--- src/rtl/dst_scoreboard.sv ---
// dst_scoreboard: tracks the destination registers of the instructions in EX, MEM and WB,
// compares the ID sources against them, and produces the load-use stall and the
// registered EX operand forward selects.
// Optional feature macro: SCOREBOARD_FWD_EN
//   defined   -> forwarding from EX/MEM and MEM/WB, only load-use hazards stall
//   undefined -> forward selects tied to 00, any EX or MEM hazard stalls
module dst_scoreboard #(
    parameter int REG_W = 5,
    parameter int CNT_W = 16
) (
    input  logic             clk,
    input  logic             rst,
    input  logic             id_valid,
    input  logic [REG_W-1:0] id_rs,
    input  logic [REG_W-1:0] id_rt,
    input  logic             id_rs_used,
    input  logic             id_rt_used,
    input  logic [REG_W-1:0] id_rd,
    input  logic [2:0]       id_dst_sel,
    input  logic             id_reg_write,
    input  logic             id_mem_read,
    input  logic             flush,
    output logic             stall,
    output logic [1:0]       ex_fwd_a,
    output logic [1:0]       ex_fwd_b,
    output logic [REG_W-1:0] ex_dst,
    output logic [REG_W-1:0] mem_dst,
    output logic [REG_W-1:0] wb_dst,
    output logic             ex_dv,
    output logic             mem_dv,
    output logic             wb_dv,
    output logic             sel_err,
    output logic [CNT_W-1:0] stall_cnt
);

    localparam logic [REG_W-1:0] REG_ZERO = {REG_W{1'b0}};
    localparam logic [REG_W-1:0] REG_RA   = REG_W'(5'd31);
    localparam logic [CNT_W-1:0] CNT_MAX  = {CNT_W{1'b1}};
    localparam logic [CNT_W-1:0] CNT_ONE  = CNT_W'(1'b1);

    logic             ex_dv_r, mem_dv_r, wb_dv_r;
    logic [REG_W-1:0] ex_dst_r, mem_dst_r, wb_dst_r;
    logic             ex_ld_r;
    logic             sel_err_r;
    logic [CNT_W-1:0] stall_cnt_r;

    logic [REG_W-1:0] id_dst_s;
    logic             sel_ok_s;
    logic             new_v_s;
    logic             ex_hit_a_s, ex_hit_b_s, mem_hit_a_s, mem_hit_b_s;
    logic             ex_load_hit_s;
    logic             stall_raw_s;
    logic             stall_s;

    // The destination select is legal only when exactly one of rt / rd / $31 is chosen.
    function automatic logic sel_onehot(input logic [2:0] sel);
        logic ok;
        case (sel)
            3'b001, 3'b010, 3'b100: ok = 1'b1;
            default:                ok = 1'b0;
        endcase
        return ok;
    endfunction

    // A source hits a stage when it is really read, is not $0, and names that stage's live destination.
    function automatic logic src_hit(input logic used, input logic [REG_W-1:0] idx,
                                     input logic dv, input logic [REG_W-1:0] dst);
        return used & (idx != REG_ZERO) & dv & (idx == dst);
    endfunction

    // Decode the one-hot destination select exactly as the write-back destination mux does.
    always_comb begin
        id_dst_s = REG_ZERO;
        case (id_dst_sel)
            3'b001:  id_dst_s = id_rt;
            3'b010:  id_dst_s = id_rd;
            3'b100:  id_dst_s = REG_RA;
            default: id_dst_s = REG_ZERO;
        endcase
    end

    assign sel_ok_s      = sel_onehot(id_dst_sel);
    assign ex_hit_a_s    = src_hit(id_rs_used, id_rs, ex_dv_r,  ex_dst_r);
    assign ex_hit_b_s    = src_hit(id_rt_used, id_rt, ex_dv_r,  ex_dst_r);
    assign mem_hit_a_s   = src_hit(id_rs_used, id_rs, mem_dv_r, mem_dst_r);
    assign mem_hit_b_s   = src_hit(id_rt_used, id_rt, mem_dv_r, mem_dst_r);
    assign ex_load_hit_s = ex_ld_r & (ex_hit_a_s | ex_hit_b_s);

    // Hazard detection; a flush or reset always wins over a pending stall.
    always_comb begin
        stall_raw_s = 1'b0;
`ifdef SCOREBOARD_FWD_EN
        stall_raw_s = ex_load_hit_s;
`else
        stall_raw_s = ex_load_hit_s | ex_hit_a_s | ex_hit_b_s | mem_hit_a_s | mem_hit_b_s;
`endif
        if (rst || flush) begin
            stall_s = 1'b0;
        end else begin
            stall_s = stall_raw_s;
        end
    end

    // Only an advancing, legal, register-writing instruction with a non-zero destination is tracked.
    assign new_v_s = id_valid & id_reg_write & ~flush & ~stall_s & sel_ok_s & (id_dst_s != REG_ZERO);

    // Shift the destination pipeline every cycle; EX takes the new entry or a bubble.
    always_ff @(posedge clk) begin
        if (rst) begin
            ex_dv_r   <= 1'b0;
            ex_dst_r  <= REG_ZERO;
            ex_ld_r   <= 1'b0;
            mem_dv_r  <= 1'b0;
            mem_dst_r <= REG_ZERO;
            wb_dv_r   <= 1'b0;
            wb_dst_r  <= REG_ZERO;
        end else begin
            wb_dv_r   <= mem_dv_r;
            wb_dst_r  <= mem_dst_r;
            mem_dv_r  <= ex_dv_r;
            mem_dst_r <= ex_dst_r;
            ex_dv_r   <= new_v_s;
            ex_dst_r  <= new_v_s ? id_dst_s : REG_ZERO;
            ex_ld_r   <= new_v_s & id_mem_read;
        end
    end

`ifdef SCOREBOARD_FWD_EN
    logic [1:0] fwd_a_r, fwd_b_r;

    // The youngest producer wins: EX/MEM result before MEM/WB result, else the register file.
    function automatic logic [1:0] fwd_pick(input logic ex_hit, input logic mem_hit);
        logic [1:0] sel;
        if (ex_hit) begin
            sel = 2'b01;
        end else if (mem_hit) begin
            sel = 2'b10;
        end else begin
            sel = 2'b00;
        end
        return sel;
    endfunction

    // Capture operand selects as ID advances into EX; a bubble reads the register file.
    always_ff @(posedge clk) begin
        if (rst) begin
            fwd_a_r <= 2'b00;
            fwd_b_r <= 2'b00;
        end else if (stall_s || flush) begin
            fwd_a_r <= 2'b00;
            fwd_b_r <= 2'b00;
        end else begin
            fwd_a_r <= fwd_pick(ex_hit_a_s, mem_hit_a_s);
            fwd_b_r <= fwd_pick(ex_hit_b_s, mem_hit_b_s);
        end
    end

    assign ex_fwd_a = fwd_a_r;
    assign ex_fwd_b = fwd_b_r;
`else
    assign ex_fwd_a = 2'b00;
    assign ex_fwd_b = 2'b00;
`endif

    // Sticky record of an illegal destination select on a live register write.
    always_ff @(posedge clk) begin
        if (rst) begin
            sel_err_r <= 1'b0;
        end else if (id_valid && id_reg_write && !flush && !sel_ok_s) begin
            sel_err_r <= 1'b1;
        end else begin
            sel_err_r <= sel_err_r;
        end
    end

    // Saturating count of cycles spent stalled.
    always_ff @(posedge clk) begin
        if (rst) begin
            stall_cnt_r <= {CNT_W{1'b0}};
        end else if (stall_s && (stall_cnt_r != CNT_MAX)) begin
            stall_cnt_r <= stall_cnt_r + CNT_ONE;
        end else begin
            stall_cnt_r <= stall_cnt_r;
        end
    end

    assign stall     = stall_s;
    assign ex_dv     = ex_dv_r;
    assign mem_dv    = mem_dv_r;
    assign wb_dv     = wb_dv_r;
    assign ex_dst    = ex_dst_r;
    assign mem_dst   = mem_dst_r;
    assign wb_dst    = wb_dst_r;
    assign sel_err   = sel_err_r;
    assign stall_cnt = stall_cnt_r;

endmodule

--- config.mk ---
export PLATFORM = sky130hd
export DESIGN_NAME = dst_scoreboard
export DESIGN_NICKNAME = d
export VERILOG_FILES = /design/src/rtl/dst_scoreboard.sv
export SDC_FILE = /design/constraint.sdc
export NUM_CORES = 1
export LEC_CHECK = 0
export BUFFER_PORTS_ARGS = -buffer_cell sky130_fd_sc_hd__buf_4
export CAP_MARGIN = 15
export CELL_PAD_IN_SITES_DETAIL_PLACEMENT = 1
export CELL_PAD_IN_SITES_GLOBAL_PLACEMENT = 1
export CORE_ASPECT_RATIO = 0.75
export CORE_UTILIZATION = 38
export DETAILED_ROUTE_END_ITERATION = 8
export PLACE_DENSITY_LB_ADDON = 0.05
export SLEW_MARGIN = 25
export SYNTH_ARGS = -nofsm -noshare
export SYNTH_HDL_FRONTEND = slang
export SYNTH_SLANG_ARGS = --single-unit
--- constraint.sdc ---
create_clock -name clk -period 7.15 [get_ports clk]
set_clock_uncertainty 0.2 [all_clocks]
set_input_delay 1.43 -clock clk [delete_from_list [all_inputs] [get_ports clk]]
set_output_delay 1.43 -clock clk [all_outputs]
set_load 0.03 [all_outputs]
==> results.yml <==
run_status:
  status: "finished clean"
routing:
  routedWlPerCell_um: 14.6
  drtPass1Iterations: 4
  wl_um: 4640
  ant_nets: 0
  vias: 1662
  drcViolationCount: 0
  drtIter0Drc: 91
  viasPerCell: 5.24
yosys:
  synth_flop_cell: "dfxtp_1"
  postSynthAreaPerCell_um2: 8.82
  synth.distinct_cells: 41
  async_flop_share: 0
  synthCells: 203
  synth_warnings: 0
  ys_ff_latch: 35
  synth_edf_count: 0
  seq_area_frac_synth: 0.391
  syn_area_um2: 1790
clock_network:
  clk_pin_slew_ns: 0.07
  cts_made_buffers: 5
  cts_sinks: 35
  cts_max_path_buffers: 2
  cts-hold-fix-buffers: 0
  clkLatencyLatePin_ns: 0.29
  cts-resized-gates: 0
  htreeDepth: 2
  post_cts_buffers: 0
  root_buffer: "clkbuf_8"
  cts_tree: "yes"
power:
  fin_total_pwr_uw: 366
  ir_drop_uv: 87.9
  p_leak_uw: 0.000931
  p_per_area_nw_per_um2: 158
floorplanning:
  die_h_um: 61.4
  die_area_um2: 4990
  ioPinCount: 66
  die_x_um: 81.3
  initial_core_util: 0.398
  core_area_um2: 4490
  num_rows: 21
timing:
  period_needed_ns: 5.19
  drv_slew: 0
  hold_slack_ns: 0.289
  tightest_slew_ns: 0.819
  period_share: 0.726
  setup_viol: 0
  finalHoldViolCount: 0
  max_freq_ghz: 0.193
  rsz0062_at_grt: "false"
  maxSlewHeadroom: 0.454
  setup-tns-final_ns: 0
cells_and_area:
  layout.area.seq_um2: 701
  design_area_um2: 2310
  syn_to_final_growth_pct: 29.3
  fin_nets: 288
  diodes: 0
  multiInputGateArea_um2: 1010
  drive_above_1_share: 0.281
  fin_cells: 317
  nFillCells: 556
critical_path:
  cpMaxStageDelayCell: "o21ai_4"
  r2r-end: "stall_cnt[11]$_SDFFE_PP0P_"
  cp_num_buf_inv: 3
  end_kind: "output port"
  path_delay_family: "compound AO/OA/AOI/OAI gates"
  worstPathMaxFanout: 28
  reg2reg_depth: 6
  cp-start-kind: "primary input"
  cp_cell_sequence: "buf_4 -> or4_1 -> o21ai_2 -> nor4_1 -> o21a_1 -> o21ai_4 -> inv_1 -> buf_4"
  critPathRequiredTime_ns: 5.52
  crit_top_cell: "buf_4"
  worst-endpoint-arrival_ns: 3.56
  path_class: "primary input to output port"
  timing.rr.start: "stall_cnt[1]$_SDFFE_PP0P_"
  slowest_delay_ns: 0.57
  ff2ff_setup_slack_ns: 4.41
worst_hold_path:
  min_path_type: "flip-flop to flip-flop"
  whs_path_depth: 2
  hold_start: "sel_err$_SDFFE_PP0P_"
  min_to: "sel_err$_SDFFE_PP0P_"
place:
  placed_area_um2: 2240
  hpwlAfterDp_um: 3490
  portBuffers: 60
  gp_congestion: 0.698
  dp.cells: 311
grt:
  antenna_found_initial: 0
  grt_max_degree: 33
  grt_usage: 0.201
  grt.overflow.total: 0
  grt_pass1_vias: 1549
  grt_pass1_wl_um: 7490
job:
  drv_cap: 0
## cell type report
class / count / share of cell area
Multi-Input combinational cell: 157 / 0.437
Sequential cell: 35 / 0.303
Timing Repair Buffer: 60 / 0.195
Clock buffer: 6 / 0.0314
Tap cell: 57 / 0.0308
Inverter: 2 / 0.00324
## flip-flops by register name, indices dropped and copies added, names as in the netlist
register and count:
sel_err 1, wb_dst 5, wb_dv 1, stall_cnt 16, ex_dv 1, mem_dv 1, ex_dst 5, mem_dst 5
## routing by layer
metal | track usage | vias to the layer above | wire length [um]
met2 | 0.280 | 47 | 1920
met3 | 0.0489 | 5 | 230
li1 | - | 840 | -
met5 | 0 | - | 0
met1 | 0.299 | 770 | 2450
met4 | 0.0689 | 0 | 46
## power by group
| part | internal [uW] | switching [uW] | leakage, uW | total [uW] |
|---|---|---|---|---|
| clock | 64.9 | 67.5 | 0.0000371 | 132 |
| sequential | 196 | 0.568 | 0.000282 | 196 |
| combinational | 16.8 | 20.6 | 0.000612 | 37.4 |
| total | 277 | 88.6 | 0.000931 | 366 |
## tightest hold or removal path, cell delays in order, from the launching register on
cell and delay [ns]:
dfxtp_1 0.33, nor2_1 0.05, nor2_1 0.07
## synth_stat cells (6+ instances only)
library cell / instances / area, um2
nor2b_1: 16 / 100
and3_1: 6 / 37.5
xor2_1: 8 / 70.1
nand3_1: 14 / 70.1
a21oi_1: 21 / 105
o31ai_1: 9 / 67.6
xnor2_1: 12 / 105
nand2_1: 8 / 30.0
dfxtp_1: 35 / 701
or4_1: 11 / 82.6
nor2_1: 17 / 63.8
## worst max path at each step
stage                        start     to  cells past startpoint
final                     id_rt[2]  stall                      8
after global routing      id_rs[1]  stall                      8
after CTS                 id_rt[2]  stall                      8
after detailed placement  id_rs[1]  stall                      8
after global placement    id_rs[1]  stall                      8
after floorplan           id_rt[2]  stall                      7
## stage by stage
step	util	setup WS (ns)
after floorplan	-	2.62
after global placement	0.499	2.01
after detailed placement	0.499	1.98
after CTS	0.515	1.97
after global routing	0.515	1.82
final	0.515	1.96
## kinds of logic (layout without fill, tap and decap cells)
logic type,Yosys count,count (layout),synth area share
AOI/OAI and AO/OA,41,41,0.145
and+or+nand+nor,87,87,0.280
other,1,4,0.00209
muxes,4,4,0.0280
buffers and inverters,14,68,0.0496
xor gates and xnor gates,20,20,0.0978
adders and majority gates,1,1,0.00699
DFF,35,35,0.391
## placed cells by master, fill, tap and decap left out, types with 2 or more instances in the layout
master	count
buf_4	60
dfxtp_1	35
a21oi_1	21
nor2_1	17
nor2b_1	16
nand3_1	14
xnor2_1	12
or4_1	11
o31ai_1	9
xor2_1	8
nand2_1	8
and3_1	6
clkbuf_8	5
nor4_1	4
conb_1	4
o21ai_1	2
o21a_1	2
inv_1	2
nor3_1	2
mux2_4	2
mux2i_1	2
(Power assumes the default switching activity.)
